`src/rtl/aes_ctr_stream_engine_pkg.sv`:
```
// Shared definitions for the CTR stream engine: default widths, the assembler
// state encoding and a ceil-log2 helper for sizing indices and pointers.
package aes_stream_pkg;
   localparam int WSIZE_DEF = 32;
   localparam int BSIZE_DEF = 128;
   localparam int NW_DEF    = BSIZE_DEF / WSIZE_DEF;

   typedef enum logic {FILL = 1'b0, ISSUE = 1'b1} asm_state_e;

   function automatic int log2c(input int v);
      int r;
      r = 0;
      for (int i = 0; i < 31; i++)
         if ((1 << i) < v) r = i + 1;
      return r;
   endfunction
endpackage

```
`src/rtl/aes_ctr_stream_engine_if.sv`:
```
// Word stream in/out plus keystream request/response channel of the engine.
interface aes_ctr_stream_engine_if #(
   parameter int WSIZE = 32,
   parameter int BSIZE = 128
);
   logic [WSIZE-1:0] in_word;
   logic             in_valid;
   logic             in_ready;
   logic             in_last;
   logic [WSIZE-1:0] out_word;
   logic             out_valid;
   logic             out_ready;
   logic             out_last;
   logic [BSIZE-1:0] ks_ctr;
   logic             ks_req_valid;
   logic             ks_req_ready;
   logic [BSIZE-1:0] ks_data;
   logic             ks_valid;

   modport master (
      output in_word, in_valid, in_last, out_ready, ks_req_ready, ks_data, ks_valid,
      input  in_ready, out_word, out_valid, out_last, ks_ctr, ks_req_valid
   );
   modport slave (
      input  in_word, in_valid, in_last, out_ready, ks_req_ready, ks_data, ks_valid,
      output in_ready, out_word, out_valid, out_last, ks_ctr, ks_req_valid
   );
endinterface

```
`src/rtl/aes_ctr_stream_engine_pending.sv`:
```
// Pending block queue: entries are allocated at request time, filled with keystream
// in request order, and popped once fully emitted.
module ctr_pending_queue
   import aes_stream_pkg::*;
#(
   parameter int BSIZE  = 128,
   parameter int NWW    = 3,
   parameter int PDEPTH = 4
) (
   input  logic             clock,
   input  logic             reset,
   input  logic             push,
   input  logic [BSIZE-1:0] push_pt,
   input  logic [NWW-1:0]   push_nwords,
   input  logic             push_last,
   input  logic             ks_valid,
   input  logic [BSIZE-1:0] ks_data,
   input  logic             pop,
   output logic             full,
   output logic             empty,
   output logic             head_ready,
   output logic [BSIZE-1:0] head_pt,
   output logic [BSIZE-1:0] head_ks,
   output logic [NWW-1:0]   head_nwords,
   output logic             head_last
);
   localparam int PW = log2c(PDEPTH);

   logic [PW-1:0]     wptr, kptr, rptr;
   logic [PW:0]       count, ocnt;
   logic [PDEPTH-1:0] ksok, last_mem;
   logic [BSIZE-1:0]  pt_mem [PDEPTH];
   logic [BSIZE-1:0]  ks_mem [PDEPTH];
   logic [NWW-1:0]    nw_mem [PDEPTH];
   logic              fill;

   // responses with nothing outstanding (e.g. stale ones after reset) are dropped
   assign fill        = ks_valid & (ocnt != '0);
   assign full        = (count == (PW+1)'(PDEPTH));
   assign empty       = (count == '0);
   assign head_ready  = ~empty & ksok[rptr];
   assign head_pt     = pt_mem[rptr];
   assign head_ks     = ks_mem[rptr];
   assign head_nwords = nw_mem[rptr];
   assign head_last   = last_mem[rptr];

   always_ff @(posedge clock) begin
      if (reset) begin
         wptr  <= '0;
         kptr  <= '0;
         rptr  <= '0;
         count <= '0;
         ocnt  <= '0;
         ksok  <= '0;
      end else begin
         if (push) begin
            wptr       <= wptr + PW'(1);
            ksok[wptr] <= 1'b0;
         end
         if (fill) begin
            kptr       <= kptr + PW'(1);
            ksok[kptr] <= 1'b1;
         end
         if (pop) rptr <= rptr + PW'(1);
         count <= count + (PW+1)'(push) - (PW+1)'(pop);
         ocnt  <= ocnt + (PW+1)'(push) - (PW+1)'(fill);
      end
   end

   always_ff @(posedge clock) begin
      if (push) begin
         pt_mem[wptr]   <= push_pt;
         nw_mem[wptr]   <= push_nwords;
         last_mem[wptr] <= push_last;
      end
      if (fill) ks_mem[kptr] <= ks_data;
   end
endmodule

```
`src/rtl/aes_ctr_stream_engine.sv`:
```
// CTR-mode stream engine: packs words into blocks, requests one keystream block per
// data block, XORs the returned keystream and unpacks the result back into words.
module aes_ctr_stream_engine
   import aes_stream_pkg::*;
#(
   parameter int WSIZE  = WSIZE_DEF,
   parameter int BSIZE  = BSIZE_DEF,
   parameter int CTRW   = 32,
   parameter int PDEPTH = 4,
   parameter int CNTW   = 16
) (
   input  logic                   clock,
   input  logic                   reset,
   input  logic                   enable,
   input  logic                   ctr_load,
   input  logic [BSIZE-1:0]       ctr_init,
   output logic                   busy,
   aes_ctr_stream_engine_if.slave bus,
   output logic [CNTW-1:0]        blk_count,
   input  logic [CNTW-1:0]        irq_thresh,
   input  logic                   irq_clear,
   output logic                   irq,
   output logic                   ctr_wrap
);
   localparam int NW   = BSIZE / WSIZE;
   localparam int IDXW = (NW > 1) ? log2c(NW) : 1;
   localparam int NWW  = log2c(NW + 1);

   asm_state_e               state, state_nxt;
   logic [IDXW-1:0]          idx, oidx;
   logic [NW-1:0][WSIZE-1:0] abuf, xblk;
   logic [NWW-1:0]           anw, head_nwords;
   logic                     alast, head_last;
   logic [BSIZE-1:0]         ctr, head_pt, head_ks;
   logic [CNTW-1:0]          blk_nxt;
   logic in_hs, blk_end, req_hs, q_full, q_empty, head_ready;
   logic out_hs, oend, pop, thr_hit, irq_set;

   assign bus.in_ready     = (state == FILL) & enable;
   assign bus.ks_req_valid = (state == ISSUE) & enable & ~q_full;
   assign bus.ks_ctr       = ctr;
   assign in_hs   = bus.in_valid & bus.in_ready;
   assign blk_end = in_hs & (bus.in_last | (idx == IDXW'(NW - 1)));
   assign req_hs  = bus.ks_req_valid & bus.ks_req_ready;
   assign busy    = (state == ISSUE) | (idx != '0) | ~q_empty;

   always_ff @(posedge clock) begin
      if (reset) state <= FILL;
      else       state <= state_nxt;
   end

   always_comb begin
      state_nxt = state;
      case (state)
         FILL:    if (blk_end) state_nxt = ISSUE;
         ISSUE:   if (req_hs)  state_nxt = FILL;
         default: state_nxt = FILL;
      endcase
   end

   // buffer is zeroed when a block leaves so short final blocks pad with zeros
   always_ff @(posedge clock) begin
      if (reset) begin
         idx      <= '0;
         abuf     <= '0;
         anw      <= '0;
         alast    <= 1'b0;
         ctr      <= '0;
         ctr_wrap <= 1'b0;
      end else begin
         if (in_hs) begin
            abuf[idx] <= bus.in_word;
            if (blk_end) begin
               anw   <= NWW'(idx) + NWW'(1);
               alast <= bus.in_last;
            end else begin
               idx <= idx + IDXW'(1);
            end
         end
         if (req_hs) begin
            idx             <= '0;
            abuf            <= '0;
            ctr[CTRW-1:0]   <= ctr[CTRW-1:0] + CTRW'(1);
            if (&ctr[CTRW-1:0]) ctr_wrap <= 1'b1;
         end else if (ctr_load & ~busy) begin
            ctr <= ctr_init;
         end
      end
   end

   ctr_pending_queue #(.BSIZE(BSIZE), .NWW(NWW), .PDEPTH(PDEPTH)) u_pq (
      .clock       (clock),
      .reset       (reset),
      .push        (req_hs),
      .push_pt     (abuf),
      .push_nwords (anw),
      .push_last   (alast),
      .ks_valid    (bus.ks_valid),
      .ks_data     (bus.ks_data),
      .pop         (pop),
      .full        (q_full),
      .empty       (q_empty),
      .head_ready  (head_ready),
      .head_pt     (head_pt),
      .head_ks     (head_ks),
      .head_nwords (head_nwords),
      .head_last   (head_last)
   );

   assign xblk          = head_pt ^ head_ks;
   assign oend          = (NWW'(oidx) == head_nwords - NWW'(1));
   assign bus.out_valid = head_ready;
   assign bus.out_word  = head_ready ? xblk[oidx] : '0;
   assign bus.out_last  = head_ready & head_last & oend;
   assign out_hs        = head_ready & bus.out_ready;
   assign pop           = out_hs & oend;
   assign blk_nxt       = blk_count + CNTW'(1);
   assign thr_hit       = pop & (irq_thresh != '0) & (blk_nxt == irq_thresh);
   assign irq_set       = (out_hs & bus.out_last) | thr_hit;

   always_ff @(posedge clock) begin
      if (reset) begin
         oidx      <= '0;
         blk_count <= '0;
         irq       <= 1'b0;
      end else begin
         if (out_hs) oidx <= oend ? '0 : oidx + IDXW'(1);
         if (pop) blk_count <= blk_nxt;
         if (irq_set)        irq <= 1'b1;
         else if (irq_clear) irq <= 1'b0;
      end
   end
endmodule

```
`src/flat_wrapper.sv`:
```
// flat-port wrapper written by rule: the top's interface ports become plain ports
module aes_ctr_stream_engine_flat import aes_stream_pkg::*;
#(
   parameter int WSIZE  = WSIZE_DEF,
   parameter int BSIZE  = BSIZE_DEF,
   parameter int CTRW   = 32,
   parameter int PDEPTH = 4,
   parameter int CNTW   = 16
)
  (clock, reset, enable, ctr_load, ctr_init, busy, blk_count, irq_thresh, irq_clear, irq, ctr_wrap, bus_in_word, bus_in_valid, bus_in_last, bus_out_ready, bus_ks_req_ready, bus_ks_data, bus_ks_valid, bus_in_ready, bus_out_word, bus_out_valid, bus_out_last, bus_ks_ctr, bus_ks_req_valid);
  aes_ctr_stream_engine_if #(.WSIZE(WSIZE), .BSIZE(BSIZE)) bus_i ();
  input  logic clock;
  input  logic reset;
  input  logic enable;
  input  logic ctr_load;
  input  logic [BSIZE-1:0] ctr_init;
  output logic busy;
  output logic [CNTW-1:0] blk_count;
  input  logic [CNTW-1:0] irq_thresh;
  input  logic irq_clear;
  output logic irq;
  output logic ctr_wrap;
  input wire logic [$bits(bus_i.in_word)-1:0] bus_in_word;
  input wire logic [$bits(bus_i.in_valid)-1:0] bus_in_valid;
  input wire logic [$bits(bus_i.in_last)-1:0] bus_in_last;
  input wire logic [$bits(bus_i.out_ready)-1:0] bus_out_ready;
  input wire logic [$bits(bus_i.ks_req_ready)-1:0] bus_ks_req_ready;
  input wire logic [$bits(bus_i.ks_data)-1:0] bus_ks_data;
  input wire logic [$bits(bus_i.ks_valid)-1:0] bus_ks_valid;
  output wire logic [$bits(bus_i.in_ready)-1:0] bus_in_ready;
  output wire logic [$bits(bus_i.out_word)-1:0] bus_out_word;
  output wire logic [$bits(bus_i.out_valid)-1:0] bus_out_valid;
  output wire logic [$bits(bus_i.out_last)-1:0] bus_out_last;
  output wire logic [$bits(bus_i.ks_ctr)-1:0] bus_ks_ctr;
  output wire logic [$bits(bus_i.ks_req_valid)-1:0] bus_ks_req_valid;
  assign bus_i.in_word = bus_in_word;
  assign bus_i.in_valid = bus_in_valid;
  assign bus_i.in_last = bus_in_last;
  assign bus_i.out_ready = bus_out_ready;
  assign bus_i.ks_req_ready = bus_ks_req_ready;
  assign bus_i.ks_data = bus_ks_data;
  assign bus_i.ks_valid = bus_ks_valid;
  assign bus_in_ready = bus_i.in_ready;
  assign bus_out_word = bus_i.out_word;
  assign bus_out_valid = bus_i.out_valid;
  assign bus_out_last = bus_i.out_last;
  assign bus_ks_ctr = bus_i.ks_ctr;
  assign bus_ks_req_valid = bus_i.ks_req_valid;
  aes_ctr_stream_engine #(.WSIZE(WSIZE), .BSIZE(BSIZE), .CTRW(CTRW), .PDEPTH(PDEPTH), .CNTW(CNTW)) u_core (.clock(clock), .reset(reset), .enable(enable), .ctr_load(ctr_load), .ctr_init(ctr_init), .busy(busy), .bus(bus_i), .blk_count(blk_count), .irq_thresh(irq_thresh), .irq_clear(irq_clear), .irq(irq), .ctr_wrap(ctr_wrap));
endmodule
```
`config.mk`:
```
export PLATFORM = sky130hd
export DESIGN_NAME = aes_ctr_stream_engine_flat
export DESIGN_NICKNAME = d
export VERILOG_FILES = /design/src/rtl/aes_ctr_stream_engine_pkg.sv /design/src/rtl/aes_ctr_stream_engine_if.sv /design/src/rtl/aes_ctr_stream_engine_pending.sv /design/src/rtl/aes_ctr_stream_engine.sv /design/src/flat_wrapper.sv
export SDC_FILE = /design/constraint.sdc
export NUM_CORES = 2
export LEC_CHECK = 0
export BUFFER_PORTS_ARGS = -buffer_cell sky130_fd_sc_hd__buf_2
export CORE_MARGIN = 4
export CORE_UTILIZATION = 45
export DETAILED_ROUTE_END_ITERATION = 8
export RECOVER_POWER = 25
export SLEW_MARGIN = 20
export SYNTH_ARGS = -nofsm -noshare
export SYNTH_HDL_FRONTEND = slang
export SYNTH_SLANG_ARGS = --single-unit
```
`constraint.sdc`:
```
create_clock -name clock -period 13.6 [get_ports clock]
set_clock_uncertainty 0.1 [all_clocks]
set_input_delay 1.36 -clock clock [delete_from_list [all_inputs] [get_ports clock]]
set_output_delay 1.36 -clock clock [all_outputs]
set_load 0.1 [all_outputs]
```
### Yosys cells after proc, flatten, opt, wreduce, memory -nomap -nowiden

Memory sizes are Yosys's and may differ from the RTL's. A register that Yosys moved wholly into a read port is not among the register bits.
Cells that the tools add are included.

* bits in writable memories: 1036
* input bits: 314
* output and inout port bits: 183
* memories: 3
* flip-flop bits (word level): 303

* bitwise operators: 30
* reductions and logical operators: 14
* eq/ne operators: 4
* $add $sub $neg: 13
* $lt $le $gt $ge: 8
* mux-type cells: 36

Memories
* u_core.u_pq.ks_mem: words 4, width 128, read ports 1, clocked after Yosys merged registers in 1, write ports 1, RTL line aes_ctr_stream_engine_pending.sv:33 `logic [BSIZE-1:0] ks_mem [PDEPTH];`
* u_core.u_pq.pt_mem: words 4, width 128, read ports 1, clocked after Yosys merged registers in 1, write ports 1, RTL line aes_ctr_stream_engine_pending.sv:32 `logic [BSIZE-1:0] pt_mem [PDEPTH];`
* u_core.u_pq.nw_mem: words 4, width 3, read ports 1, clocked after Yosys merged registers in 1, write ports 1, RTL line aes_ctr_stream_engine_pending.sv:34 `logic [NWW-1:0] nw_mem [PDEPTH];`

Operators by type and width (number)
* $mux W32: 5
* $bwmux W128: 1
* $xor A128 B128 Y128: 1
* $bmux W32 S2: 1
* $demux W32 S2: 1
* $reduce_and A33 Y1: 1
* $add A32 B1 Y32 const B: 1
* $add A16 B1 Y16 const B: 1
* $and A1 B1 Y1: 16
* $eq A16 B16 Y1: 1
* $reduce_bool A16 Y1: 1
* $lt A2 B3 Y1 const B: 5
* $mux W2: 7
* $mux W1: 12
* $mux W4: 3
* $add A2 B1 Y2 const B: 5
* $add A3 B1 Y3: 2
* $ge A2 B1 Y1 const B: 3
* $not A1 Y1: 6
* $reduce_and A2 Y1: 3
* $reduce_bool A2 Y1: 3
* $sub A3 B1 Y3: 2
* $and A4 B4 Y4: 1
* $bmux W1 S2: 2
* 15 further kinds: 21

### Longest topological paths before layout

* word-level depth: 10
* depth in mapped cells: 18
* gate-level depth less buffers: 14

### Cells and area by module

A second synthesis with hierarchy kept.

* cells, all modules: 3095
* area, all modules: 51725.9 µm²

Modules (own cells, without submodules)
* ctr_pending_queue: instances 1, sequential area each 31590.3 µm², area each 38501.9 µm², cells an instance 1453
* aes_ctr_stream_engine: instances 1, sequential area each 5665.4 µm², area each 13223.9 µm², cells an instance 1642

### Least setup slack after synthesis

No wires, ideal clock.

* path kind: input-to-reg
* from: in bus_ks_req_ready
* to: reg u_core.u_pq.last_mem[0], enable pin
* library setup time: 0.485 ns
* path slack: 8.282 ns
* stages on the path: 5
* arrival: 4.733 ns
* cells stage by stage: and4_1 -> buf_2 -> buf_1 -> nand2_1 -> inv_1

* cells in the longest elaborated chain, start to end: 1

Ends and longest elaborated chain
* start: declaration: RTL line flat_wrapper.sv:27 `input wire logic [$bits(bus_i.ks_req_ready)-1:0] bus_ks_req_ready;`
* $and A1 B1 Y1: RTL line aes_ctr_stream_engine.sv:44 `assign req_hs = bus.ks_req_valid & bus.ks_req_ready;`
* end signal: indexed assignment: RTL line aes_ctr_stream_engine_pending.sv:74 `last_mem[wptr] <= push_last;`
* end: declaration: RTL line aes_ctr_stream_engine_pending.sv:31 `logic [PDEPTH-1:0] ksok, last_mem;`

No other way between the ends.
A chain may end at the register's enable or synchronous reset.

==> impl_metrics.yaml <==
status:
  status: "completed"
sta:
  hold_viol_final: 0
  final.setup.worst_slack_ps: 7380
  post-route-min-period_ps: 6220
  tns_ps: 0
  hold_slack_ps: 349
  fmax_ghz: 0.161
  period_share_pct: 45.8
  slew_viol_final: 0
  grt_setup_unrepaired: "false"
  slew_headroom_pct: 27.5
  setup_viol: 0
  tightest_slew_ps: 1090
logic_synthesis:
  ys_warn_count: 0
  syn_area_um2: 51700
  ys.flop_type: "edfxtp_1"
  synthesis.nets: 3648
  ys_types: 52
  synth.avg_cell_area_um2: 15.6
  synth_edf_count: 1040
  synth_cells: 3312
  synthArstFlopShare_pct: 0
  ys_ff_latch: 1341
  ys_seq_area_share_pct: 72.1
floorplanning:
  die_h_um: 347
  dieArea_um2: 120000
  fp.coreArea_um2: 114000
  rows: 124
  io_pins: 497
  fp.dieW_um: 347
  start_util_pct: 45.3
cells_and_area:
  instances_no_fill: 5499
  final_common_cell: "edfxtp_1"
  final_nets: 4182
  drive_gt1_share_pct: 22.9
  syn_to_final_growth_pct: 17.0
  final_cell_mix: "edfxtp_1 (1040), xnor2_1 (545), nand2_1 (491)"
  final_core_util_pct: 53.0
detailed_routing:
  drt.antenna.violating_nets: 0
  wirelength_mm: 135
  vias: 29100
  route.detailed.drc: 0
  drt-pass1-iter-count: 5
  drtIter0Drc: 2263
  viasPerCell: 5.29
  wire_per_inst_um: 24.6
critical_path:
  crit_fanout: 53
  cp.arrival_ps: 4760
  setup.worst_path.class: "reg2out"
  critPathLaunchType: "register"
  endpoint_kind: "output pin"
  cp.required_ps: 12140
clock_network:
  cts_buffers: 143
  cts_tree: "yes"
  cts_setup_buffers: 0
  cts_hold_buf: 0
  clk_path_buf_depth: 3
  clk_pin_slew_ps: 60
  cts_root_buffer: "clkbuf_16"
  clkSinkCount: 1341
  clk_latency_ps: 740
  h-tree-depth: 4
  cts_resized: 0
global_route:
  grt_pass1_vias: 30100
  grt_max_degree: 103
  grt_usage_pct: 22.2
  grt_pass1_wl_mm: 197
  antenna_found_initial: 48
  overflow: 0
place:
  port_buffers: 496
  pre_cts_slack_ps: 8000
  place_congestion: 0.827
  hpwlAfterDp_mm: 78.1
  place_inst: 5213
power_and_ir_drop:
  p_per_area_nw_per_um2: 157
  p_leak_nw: 20.1
  ir_worst_vdd_mv: 0.116
hold_path:
  min_from: "u_core.bus.ks_ctr[79]"
  hold_path_class: "reg2reg"
run:
  drv_cap: 0
==> metrics by stage <==
stage | cell area (µm²) | total power [mW]
after floorplan | 51700 | 5.51
after detailed placement | 55900 | 5.80
final | 60500 | 9.50
after global routing | 60500 | 9.84
after CTS | 60500 | 9.59
after global placement | 55900 | 5.80
==> cells by family after synthesis <==
group                    share of synthesized area [%]
AND/OR/NAND/NOR                                   5.82
buffers and inverters                             1.28
XOR/XNOR                                          9.43
multiplexers                                      7.29
AO/OA/AOI/OAI                                     3.54
flip-flops                                        72.1
adder cells (fa/ha/maj)                          0.562
==> cell type report <==
| type | instances | area (µm²) |
|---|---|---|
| fillers | 9474 | 53700 |
| multi-input cells | 1805 | 13800 |
| flip-flops and latches | 1341 | 37300 |
| clock buffers | 198 | 4080 |
| clock inverters | 63 | 523 |
| inverters | 24 | 110 |
| diodes | 25 | 62.6 |
| repair buffers | 531 | 2740 |
| well taps | 1512 | 1890 |
==> path summary, 6_finish.rpt <==
kind / to / slack (ps) / depth (start not counted)
min: u_core.bus.ks_ctr[79] / 350 / 2
max: bus_out_word[0] / 7380 / 6
min reg2reg: u_core.bus.ks_ctr[79] / 350 / 2
max reg2reg: u_core.u_pq.count[2] / 9040 / 16
==> cell usage after synthesis, types with 13 or more instances <==
cell type  number  area (µm²)
a21oi_1       277        1390
a31oi_1        13        81.3
and3_1         13        81.3
buf_2          23         115
clkbuf_1      110         413
dfxtp_1       301        6030
edfxtp_1     1040       31200
ha_1           20         250
inv_1          23        86.3
mux4_2        165        3720
nand2_1       497        1870
nand3_1        26         130
nand4_1        23         144
nor2_1         83         312
o21ai_0        22         110
or3_1          18         113
xnor2_1       545        4770
==> state kept, by name (all words and copies together) (netlist names), named ones only <==
register,cells
u_core.u_pq.ks_mem,512
u_core.state,1
u_core.oidx,2
u_core.u_pq.ksok,4
u_core.u_pq.ocnt,3
u_core.u_pq.kptr,2
u_core.abuf,128
u_core.u_pq.pt_mem,512
u_core.irq,1
u_core.anw,3
u_core.u_pq.rptr,2
u_core.idx,2
u_core.bus.ks_ctr,128
u_core.ctr_wrap,1
u_core.u_pq.wptr,2
u_core.alast,1
u_core.u_pq.nw_mem,12
u_core.u_pq.count,3
u_core.u_pq.last_mem,4
u_core.blk_count,16
==> metal layers <==
metal  global-route usage (%)  share of wire (%)  up-vias
li1                         -                  -    13200
met1                     29.0                 42    14700
met2                     36.0                 48      944
met3                     6.50                7.6      230
met4                     6.59                2.3       26
met5                        0               0.12        -
==> power by group <==
group | internal (mW) | total (mW) | switching [mW]
Sequential | 4.66 | 4.76 | 0.104
Combinational | 0.330 | 0.939 | 0.609
Clock | 2.22 | 3.80 | 1.58
==> critical path: stages (launching register included) <==
cell	delay (ps)
dfxtp_4	660
buf_4	810
buf_4	820
mux4_2	430
mux4_2	460
nor2_1	210
buf_2	490
Power figures use the tool's default switching activity.
